File: config.mk
export PLATFORM = sky130hd
export DESIGN_NAME = gradient_conv_3x3
export DESIGN_NICKNAME = d
export VERILOG_FILES = /design/src/rtl/gradient_pkg.sv /design/src/rtl/gradient_mag_abs.sv /design/src/rtl/gradient_conv_3x3.sv
export SDC_FILE = /design/constraint.sdc
export NUM_CORES = 1
export LEC_CHECK = 0
export CAP_MARGIN = 0
export CORE_ASPECT_RATIO = 0.8
export CORE_MARGIN = 1.5
export CORE_UTILIZATION = 54
export DETAILED_ROUTE_END_ITERATION = 8
export PLACE_DENSITY_LB_ADDON = 0.25
export SETUP_SLACK_MARGIN = 0.15
export SLEW_MARGIN = 10
export SYNTH_ARGS = -nofsm -noshare
export SYNTH_HDL_FRONTEND = slang
export SYNTH_SLANG_ARGS = --single-unit
export TNS_END_PERCENT = 20
File: constraint.sdc
create_clock -name iCLK -period 5.1 [get_ports iCLK]
set_input_delay 0.765 -clock iCLK [delete_from_list [all_inputs] [get_ports iCLK]]
set_output_delay 0.765 -clock iCLK [all_outputs]
set_load 0.005 [all_outputs]
File: src/rtl/gradient_pkg.sv
// Shared constants for the 3x3 gradient engine: mode encoding, kernel weights
// and the gradient width derivation.
package gradient_pkg;

   localparam logic MODE_SOBEL   = 1'b0;
   localparam logic MODE_PREWITT = 1'b1;

   // Centre-row/column weight; the corner weights are always 1.
   localparam int SOBEL_CTR   = 2;
   localparam int PREWITT_CTR = 1;

   // Window rows/cols that must have been seen before a window is complete.
   localparam int WIN_LAG = 2;

   // 8*(2^DATA_W-1) < 2^(DATA_W+3): fits both signed Gx/Gy and unsigned |Gx|+|Gy|.
   function automatic int grad_w(input int data_w);
      return data_w + 3;
   endfunction

endpackage

File: src/rtl/gradient_mag_abs.sv
// Second pipeline stage: |Gx|+|Gy|, strict threshold compare, registered outputs.
// Output data holds while no valid pixel arrives.
module gradient_mag_abs #(
   parameter int GRAD_W = 15
) (
   input  logic                     iCLK,
   input  logic                     iRST,
   input  logic                     iVLD,
   input  logic                     iBORDER,
   input  logic signed [GRAD_W-1:0] iGX,
   input  logic signed [GRAD_W-1:0] iGY,
   input  logic        [GRAD_W-1:0] iTHRESH,
   output logic signed [GRAD_W-1:0] oGX,
   output logic signed [GRAD_W-1:0] oGY,
   output logic        [GRAD_W-1:0] oMAG,
   output logic                     oEDGE,
   output logic                     oBORDER,
   output logic                     oDVAL
);

   logic [GRAD_W-1:0] abs_gx, abs_gy, mag;

   // Most-negative value is unreachable, so plain negate cannot overflow.
   assign abs_gx = iGX[GRAD_W-1] ? GRAD_W'(-iGX) : GRAD_W'(iGX);
   assign abs_gy = iGY[GRAD_W-1] ? GRAD_W'(-iGY) : GRAD_W'(iGY);
   assign mag    = abs_gx + abs_gy;

   always_ff @(posedge iCLK) begin
      if (iRST) begin
         oGX     <= '0;
         oGY     <= '0;
         oMAG    <= '0;
         oEDGE   <= 1'b0;
         oBORDER <= 1'b0;
         oDVAL   <= 1'b0;
      end else begin
         oDVAL <= iVLD;
         if (iVLD) begin
            oGX     <= iGX;
            oGY     <= iGY;
            oMAG    <= mag;
            oEDGE   <= ~iBORDER & (mag > iTHRESH);
            oBORDER <= iBORDER;
         end
      end
   end

endmodule

File: src/rtl/gradient_conv_3x3.sv
// 3x3 Sobel/Prewitt gradient engine: window columns, col/line border counters,
// per-frame mode latch and stage-1 Gx/Gy registers feeding the magnitude stage.
module gradient_conv_3x3
   import gradient_pkg::*;
#(
   parameter int DATA_W = 12,
   parameter int IMG_W  = 640,
   parameter int GRAD_W = grad_w(DATA_W)
) (
   input  logic                     iCLK,
   input  logic                     iRST,
   input  logic        [DATA_W-1:0] iRow0,
   input  logic        [DATA_W-1:0] iRow1,
   input  logic        [DATA_W-1:0] iRow2,
   input  logic                     iDVAL,
   input  logic                     iSOF,
   input  logic                     iMODE,
   input  logic        [GRAD_W-1:0] iTHRESH,
   output logic signed [GRAD_W-1:0] oGX,
   output logic signed [GRAD_W-1:0] oGY,
   output logic        [GRAD_W-1:0] oMAG,
   output logic                     oEDGE,
   output logic                     oBORDER,
   output logic                     oDVAL
);

   localparam int COL_W = (IMG_W > 2) ? $clog2(IMG_W) : 2;

   // Index 0 = bottom (newest) row, index 2 = top (oldest) row.
   typedef logic [2:0][DATA_W-1:0] column_t;

   typedef struct packed {
      logic                     vld;
      logic                     border;
      logic signed [GRAD_W-1:0] gx;
      logic signed [GRAD_W-1:0] gy;
      logic        [GRAD_W-1:0] thresh;
   } stage1_t;

   column_t                  taps, c1, c2;
   logic        [COL_W-1:0]  col_r, cur_col;
   logic        [1:0]        line_r, cur_line;
   logic                     mode_r, cur_mode;
   logic                     border;
   logic signed [GRAD_W-1:0] gx, gy;
   stage1_t                  s1;

   assign taps = {iRow2, iRow1, iRow0};

   // Weighted 1-2-1 (Sobel) or 1-1-1 (Prewitt) sum of three pixels.
   function automatic logic signed [GRAD_W-1:0] wsum(input logic [DATA_W-1:0] a,
                                                     input logic [DATA_W-1:0] b,
                                                     input logic [DATA_W-1:0] c,
                                                     input logic              m);
      logic signed [GRAD_W-1:0] ea, eb, ec;
      ea = GRAD_W'(a);
      eb = GRAD_W'(b);
      ec = GRAD_W'(c);
      if (m == MODE_PREWITT) eb = GRAD_W'(eb * PREWITT_CTR);
      else                   eb = GRAD_W'(eb * SOBEL_CTR);
      return ea + eb + ec;
   endfunction

   // Position/mode of the pixel being accepted; a qualified SOF overrides the counters.
   always_comb begin
      cur_col  = col_r;
      cur_line = line_r;
      cur_mode = mode_r;
      if (iSOF) begin
         cur_col  = '0;
         cur_line = '0;
         cur_mode = iMODE;
      end
   end

   assign border = ~((cur_col >= COL_W'(WIN_LAG)) && (cur_line >= 2'(WIN_LAG)));

   // Left column = c2 (oldest), right column = live taps.
   assign gx = wsum(taps[2], taps[1], taps[0], cur_mode) - wsum(c2[2], c2[1], c2[0], cur_mode);
   assign gy = wsum(c2[0], c1[0], taps[0], cur_mode) - wsum(c2[2], c1[2], taps[2], cur_mode);

   always_ff @(posedge iCLK) begin
      if (iRST) begin
         col_r  <= '0;
         line_r <= '0;
         mode_r <= MODE_SOBEL;
         c1     <= '0;
         c2     <= '0;
         s1     <= '0;
      end else begin
         s1.vld <= iDVAL;
         if (iDVAL) begin
            c2     <= c1;
            c1     <= taps;
            mode_r <= cur_mode;
            if (cur_col == COL_W'(IMG_W-1)) begin
               col_r  <= '0;
               line_r <= (cur_line == 2'(WIN_LAG)) ? cur_line : cur_line + 2'd1;
            end else begin
               col_r  <= cur_col + 1'b1;
               line_r <= cur_line;
            end
            s1.border <= border;
            s1.gx     <= border ? '0 : gx;
            s1.gy     <= border ? '0 : gy;
            s1.thresh <= iTHRESH;
         end
      end
   end

   gradient_mag_abs #(.GRAD_W(GRAD_W)) u_mag (
      .iCLK    (iCLK),
      .iRST    (iRST),
      .iVLD    (s1.vld),
      .iBORDER (s1.border),
      .iGX     (s1.gx),
      .iGY     (s1.gy),
      .iTHRESH (s1.thresh),
      .oGX     (oGX),
      .oGY     (oGY),
      .oMAG    (oMAG),
      .oEDGE   (oEDGE),
      .oBORDER (oBORDER),
      .oDVAL   (oDVAL)
   );

endmodule
Word level (Yosys, flattened, before mapping)
Index checks and enable logic that the tools add are counted.
{"block": "op_classes", "n_addsub": 15, "n_lt_le_gt_ge": 3, "eq_ne": 2, "muxes": 14, "bitwise": 3, "reduce_logical": 1}
{"cell": "$add 13x15->15", "count": 4}
{"cell": "$add 15x13->15", "count": 4}
{"cell": "$mux 15", "count": 4}
{"cell": "$mux 13", "count": 4}
{"cell": "$neg 15->15", "count": 2}
{"cell": "$sub 15x15->15", "count": 2}
{"cell": "$mux 10", "count": 2}
{"cell": "$add 15x15->15", "count": 1}
{"cell": "$gt 15x15->1", "count": 1}
{"cell": "$add 10x1->10 const B", "count": 1}
{"cell": "$eq 10x10->1 const B", "count": 1}
{"cell": "$ge 10x2->1 const B", "count": 1}
{"cell": "$mux 2", "count": 3}
{"cell": "$add 2x1->2 const B", "count": 1}
{"cell": "$eq 2x2->1 const B", "count": 1}
{"cell": "$ge 2x2->1 const B", "count": 1}
{"cell": "$not 1->1", "count": 2}
{"cell": "$and 1x1->1", "count": 1}
{"cell": "$logic_and 1x1->1", "count": 1}
{"cell": "$mux 1", "count": 1}
{"block": "totals", "ff_bits": 180, "input_bits": 56, "output_inout_bits": 48, "wordCells": 58}

Depth between registers and ports, before layout
{"block": "logic_depth", "word_depth": 6, "mapped_depth": 19, "mapped_depth_nobuf": 19}

By module
A second synthesis with hierarchy kept.
{"block": "unflattened", "cells_unflattened": 1350, "hier_area_um2": 12478.2}
{"mod": "gradient_conv_3x3", "n_inst": 1, "cells_each": 958, "area_per_inst_um2": 9082.5, "seq_area_each_um2": 2642.5}
{"mod": "gradient_mag_abs", "n_inst": 1, "cells_each": 392, "area_per_inst_um2": 3395.8, "seq_area_each_um2": 960.9}

Least setup slack after synthesis
No wires, ideal clock.
{"block": "synth_timing", "path_type": "input-to-reg", "start": "in iSOF", "end": "reg s1[26] (netlist name)", "setup_time_ns": 0.117, "t_arrival_ns": 5.369, "required_ns": 4.983, "setup_slack_ns": -0.385, "path_stages": 17, "n_path_buf": 2, "cell_sequence": "clkbuf_1 -> mux2i_1 -> clkbuf_1 -> mux2_2 -> fa_1 -> inv_1 -> fa_1 -> inv_1 -> fa_1 -> inv_1 -> fa_1 -> a211oi_1 -> o21ai_0 -> nand2_1 -> o21ai_0 -> xor2_1 -> a22o_1"}
{"block": "synth_between", "elab_chain_cells": 6, "word_cells_on_any_way": 14, "cone_classes": "add/sub: 5; order compare: 2; mux: 6; reduce/logical: 1"}
{"element": "start, declared", "line_no": "gradient_conv_3x3.sv:16", "text": "input logic iSOF,"}
{"element": "$mux 1", "line_no": "gradient_conv_3x3.sv:69", "text": "if (iSOF) begin"}
{"element": "$mux 13", "line_no": "gradient_conv_3x3.sv:59", "text": "if (m == MODE_PREWITT) eb = GRAD_W'(eb * PREWITT_CTR);"}
{"element": "$add 13x15->15", "line_no": "gradient_conv_3x3.sv:61", "text": "return ea + eb + ec;"}
{"element": "$add 15x13->15", "line_no": "gradient_conv_3x3.sv:61"}
{"element": "$sub 15x15->15", "line_no": "gradient_conv_3x3.sv:80", "text": "assign gy = wsum(c2[0], c1[0], taps[0], cur_mode) - wsum(c2[2], c1[2], taps[2], cur_mode);"}
{"element": "$mux 15 (*)", "line_no": "gradient_conv_3x3.sv:105", "text": "s1.gy <= border ? '0 : gy;"}
{"element": "end, declared", "line_no": "gradient_conv_3x3.sv:46", "text": "stage1_t s1;"}
Mark *: on every way between the ends. The rest lies on a longest branch, timed or not.
A chain may end at the register's enable or synchronous reset.

Worst setup path in the final report
{"block": "layout_timing", "start": "in iMODE", "end": "reg s1[29] (netlist name)"}
{"block": "layout_between", "elab_chain_cells": 6, "word_cells_on_any_way": 9, "cone_classes": "add/sub: 5; mux: 4"}
{"element": "start, declared", "line_no": "gradient_conv_3x3.sv:17", "text": "input logic iMODE,"}
{"element": "$mux 1 (*)", "line_no": "gradient_conv_3x3.sv:69"}
{"element": "$mux 13", "line_no": "gradient_conv_3x3.sv:59"}
{"element": "$add 13x15->15", "line_no": "gradient_conv_3x3.sv:61"}
{"element": "$add 15x13->15", "line_no": "gradient_conv_3x3.sv:61"}
{"element": "$sub 15x15->15 (*)", "line_no": "gradient_conv_3x3.sv:80"}
{"element": "$mux 15 (*)", "line_no": "gradient_conv_3x3.sv:105"}
Marks and branches as above.

==> out/qor.txt <==
SYNTHESIS
----------------------------------------------------------------------------------
Simple-Gate Fraction of Synth Area                                           12.7%
Synthesized net count                                                         1507
Count of unique library cells instantiated by Yosys                             68
Dominant combinational cell family by area after synthesis             adder cells
Number of cells produced by synthesis                                         1288
Fraction of the mapped netlist area in adder cells                           22.8%
Count of flip-flops with a built-in enable after synthesis                       0
Register bit total from synthesis                                              180
Complex-gate fraction of the synthesized area                                9.68%
Post-Syn Area                                                            12200 µm²
Flip-flop cell with the highest count after synthesis                 sky130_fd_sc_hd__dfxtp_1
Synthesis Warnings                                                               0
Average size of a mapped cell                                             9.48 µm²
Seq/Total Area, Yosys                                                        29.5%
Post-synthesis mux area share                                                14.6%
Synth Area in XOR/XNOR                                                       3.80%
Async set-or-reset flop fraction in the synthesized netlist                     0%

DRT
----------------------------------------------------------------------------------
First drt pass iteration count                                                   5
Routed wire length per instance                                            16.3 µm
Highest layer used for signal routing                                         met4
Detailed-route wire length                                                 28.3 mm
Remaining DRCs                                                                   0
Met2 wire length                                                           12.9 mm
Post-route met1 wirelength                                                 14.0 mm
DR vias                                                                       9446
Post-route antenna net violation count                                           0
Initial DRC count                                                              615
Number of vias per cell                                                       5.45
Met3 routed WL                                                             1.17 mm

SETUP PATH
----------------------------------------------------------------------------------
Family of cells with the greatest summed delay on the critical path    adder cells
Cells along the critical path                                         clkdlybuf4s50_1 > mux2i_4 > buf_12 > buf_6 > mux2_2 > fa_1 > inv_1 > fa_1 > inv_1 > fa_1 > inv_1 > ha_1 > nor4_1 > o21ai_2 > nand2_1 > o21ai_1 > a2111oi_2 > a211o_1
Crit Path Category                                                    input pin to register
Reg-to-reg critical path startpoint                                         s1[32]
Data required, critical path                                               5.49 ns
Crit path max-delay cell type                                         sky130_fd_sc_hd__fa_1
Critical-path maximum fanout                                                     7
Critical path buffer and inverter count                                          6
Worst Reg2Reg Path Length in Cells                                              17
Largest stage delay on the critical path                                   0.53 ns
Endpoint kind of the worst setup timing path                              register
Slack of the worst reg-to-reg path                                         0.49 ns
Data arrival, critical path                                                5.22 ns
Startpoint class of the critical path                                    input pin
Endpoint of the most critical register-to-register path                u_mag.oEDGE

CLOCK NETWORK
----------------------------------------------------------------------------------
Number of buffers inserted by hold repair at cts                                 0
CTS tree                                                                     built
Number of sinks on the clock net                                               180
Clock-pin slew on the worst setup and hold paths                           0.08 ns
Latest clock arrival within the worst-skew pair                            0.44 ns
Max H-tree Level                                                                 4
CTS Buf Count                                                                   17
Clock root buffer                                                     sky130_fd_sc_hd__clkbuf_16
Max Root-Sink Buffers                                                            2

TIMING
----------------------------------------------------------------------------------
Setup repair after global routing missed its margin                            yes
Number of slew-limit violations in the final report                              0
Shortest period the worst path allows                                      4.83 ns
Crit share post-route                                                        94.7%
Fmax                                                                     0.207 GHz
Number of failing hold endpoints at the final stage                              0
Final clock skew                                                         0.0140 ns
Setup TNS after final layout                                                  0 ns
Final count of negative-setup-slack endpoints                                    0
Tightest slew margin relative to the limit                                   30.9%
Final worst hold slack                                                    0.482 ns
Transition time at the pin with the least slew margin                      1.03 ns

PLACED DESIGN
----------------------------------------------------------------------------------
Routability congestion estimate                                              0.872
Placed insts                                                                  1701
Post-DP HPWL                                                               21.6 mm
Port Buf Inserts                                                               103

HOLD PATH
----------------------------------------------------------------------------------
Hold depth                                                                       2
Hold crit path type                                                   register to register
Origin of the worst min-delay path                                     u_mag.oEDGE
Worst Hold End                                                         u_mag.oEDGE

LAYOUT
----------------------------------------------------------------------------------
Final design utilization                                                     66.4%
Net count, final                                                              1640
Diode count                                                                      0
Highest-count cells in the layout ignoring fill and taps              sky130_fd_sc_hd__nor2_1, sky130_fd_sc_hd__dfxtp_1, sky130_fd_sc_hd__inv_1
Cell Count, Final, Fillers Out                                                1733
FF/Latch Area                                                             3600 µm²
Area growth syn-to-layout                                                    18.9%
Ratio of cells with drive above 1 in the final layout                        10.6%
Area occupied by multi-input gates                                        7860 µm²
Number of fillers in the final layout                                         1798

FLOORPLAN
----------------------------------------------------------------------------------
Area of the core region                                                  21900 µm²
Number of placement rows                                                        48
Die extent in x                                                             171 µm
Starting density of the core                                                 55.8%
Top-Level Pins                                                                 104
Die Y-Extent                                                                137 µm
Die ar.                                                                  23500 µm²

GLOBAL ROUTE
----------------------------------------------------------------------------------
Total global routing track utilization                                       26.0%
Global-route wire length before repair                                     47.8 mm
Pin count of the biggest net entering global routing                            93
Initial antenna violation count                                                  0
Gr ovfl total                                                                    0
Number of global-route vias before repair                                     9488

POWER AND IR DROP
----------------------------------------------------------------------------------
Power per Cell Area                                                     347 nW/µm²
Total power after layout                                                   5040 µW
Peak VDD IR                                                                 298 µV
P_leak                                                                  0.00654 µW

RUN STATUS
----------------------------------------------------------------------------------
Run status                                                            finished, final reports clean

RUN
----------------------------------------------------------------------------------
Maximum Capacitance Violations                                                   0

-- final cells by class --
cell class / instances / share of cell area (%)
multi-input combinational: 895 / 54.2
clock buffer: 20 / 3.08
tap: 300 / 2.59
timing repair buffer: 169 / 10.7
clock inverter: 11 / 0.543
sequential: 180 / 24.8
inverter: 158 / 4.09
-- worst register-to-register path, cell delays in order (launching register included) --
cell	delay (ns)
sky130_fd_sc_hd__dfxtp_1	0.38
sky130_fd_sc_hd__nor3_1	0.42
sky130_fd_sc_hd__nand3_1	0.16
sky130_fd_sc_hd__or2_2	0.35
sky130_fd_sc_hd__o21ai_0	0.20
sky130_fd_sc_hd__xnor2_1	0.10
sky130_fd_sc_hd__ha_1	0.37
sky130_fd_sc_hd__and3_1	0.22
sky130_fd_sc_hd__o21a_1	0.11
sky130_fd_sc_hd__a221oi_1	0.54
sky130_fd_sc_hd__a211oi_1	0.18
sky130_fd_sc_hd__or3_1	0.42
sky130_fd_sc_hd__nand2_1	0.09
sky130_fd_sc_hd__ha_1	0.24
sky130_fd_sc_hd__nand4_1	0.14
sky130_fd_sc_hd__nor4_1	0.07
sky130_fd_sc_hd__or4_1	0.42
sky130_fd_sc_hd__o32ai_1	0.12
-- synth_stat cells, types with 15 or more instances --
cell type | number | area (µm²)
sky130_fd_sc_hd__mux2_2 | 24 | 270
sky130_fd_sc_hd__nor2_1 | 179 | 672
sky130_fd_sc_hd__a21oi_1 | 31 | 155
sky130_fd_sc_hd__dfxtp_1 | 180 | 3600
sky130_fd_sc_hd__a21o_1 | 17 | 128
sky130_fd_sc_hd__inv_1 | 158 | 593
sky130_fd_sc_hd__xnor2_1 | 41 | 359
sky130_fd_sc_hd__mux2i_1 | 151 | 1510
sky130_fd_sc_hd__fa_1 | 99 | 1980
sky130_fd_sc_hd__o21ai_0 | 47 | 235
sky130_fd_sc_hd__ha_1 | 64 | 801
sky130_fd_sc_hd__clkbuf_1 | 42 | 158
sky130_fd_sc_hd__nand2_1 | 43 | 161
sky130_fd_sc_hd__a22oi_1 | 15 | 113
-- registers in the layout (all words and copies together), names as in the netlist, 2 cells and up --
signal,flops
u_mag.oGY,15
c2,36
u_mag.oMAG,15
c1,36
u_mag.oGX,15
s1,47
col_r,10
line_r,2
-- power breakdown --
part           switching (µW)  internal, µW  leakage [µW]
Sequential               34.3          1440       0.00146
Clock                     587           636      0.000257
Combinational            1190          1150       0.00482
-- metal layers --
| metal | GRT usage, % | up-vias |
|---|---|---|
| li1 | - | 4595 |
| met1 | 37.1 | 4645 |
| met2 | 41.3 | 185 |
| met3 | 4.88 | 21 |
| met4 | 5.07 | 0 |
| met5 | 0 | - |
-- how the worst max path moves through the flow --
stage / endpoint / from / cells past startpoint / slack (ns)
2_1_floorplan: s1[44] / iSOF / 17 / 0.13
6_report: s1[29] / iMODE / 18 / 0.27
3_3_place_gp: s1[29] / iSOF / 17 / -0.47
4_1_cts: s1[22] / iMODE / 19 / 0.27
5_1_grt: s1[44] / iMODE / 18 / 0.12
3_5_place_dp: s1[29] / iSOF / 17 / -0.56
-- per-stage QoR --
stage                     instance area [µm²]  setup slack, ns
final                                   14500            0.268
after global routing                    14500            0.120
after CTS                               14500            0.265
after detailed placement                13900           -0.560
after global placement                  13900           -0.467
after floorplan                         12300            0.134
-- timing repair --
| action | in CTS | in global routing |
|---|---|---|
| setup endpoints to repair | 15 | 9 |
| endpoints found under the hold margin | 0 | 0 |
| pin swaps | 4 | 8 |
| buffers inserted | 0 | 1 |
| gates resized for setup | 13 | 11 |
-- cell families (layout without fill, tap and decap cells) --
family,count (synthesis),count (layout)
simple gates,324,324
buf+inv,213,358
compound gates,180,180
flops,180,180
mux,175,175
fa+ha+maj,163,163
xor+xnor,53,53
No activity file was read; power rests on OpenSTA's default activity.
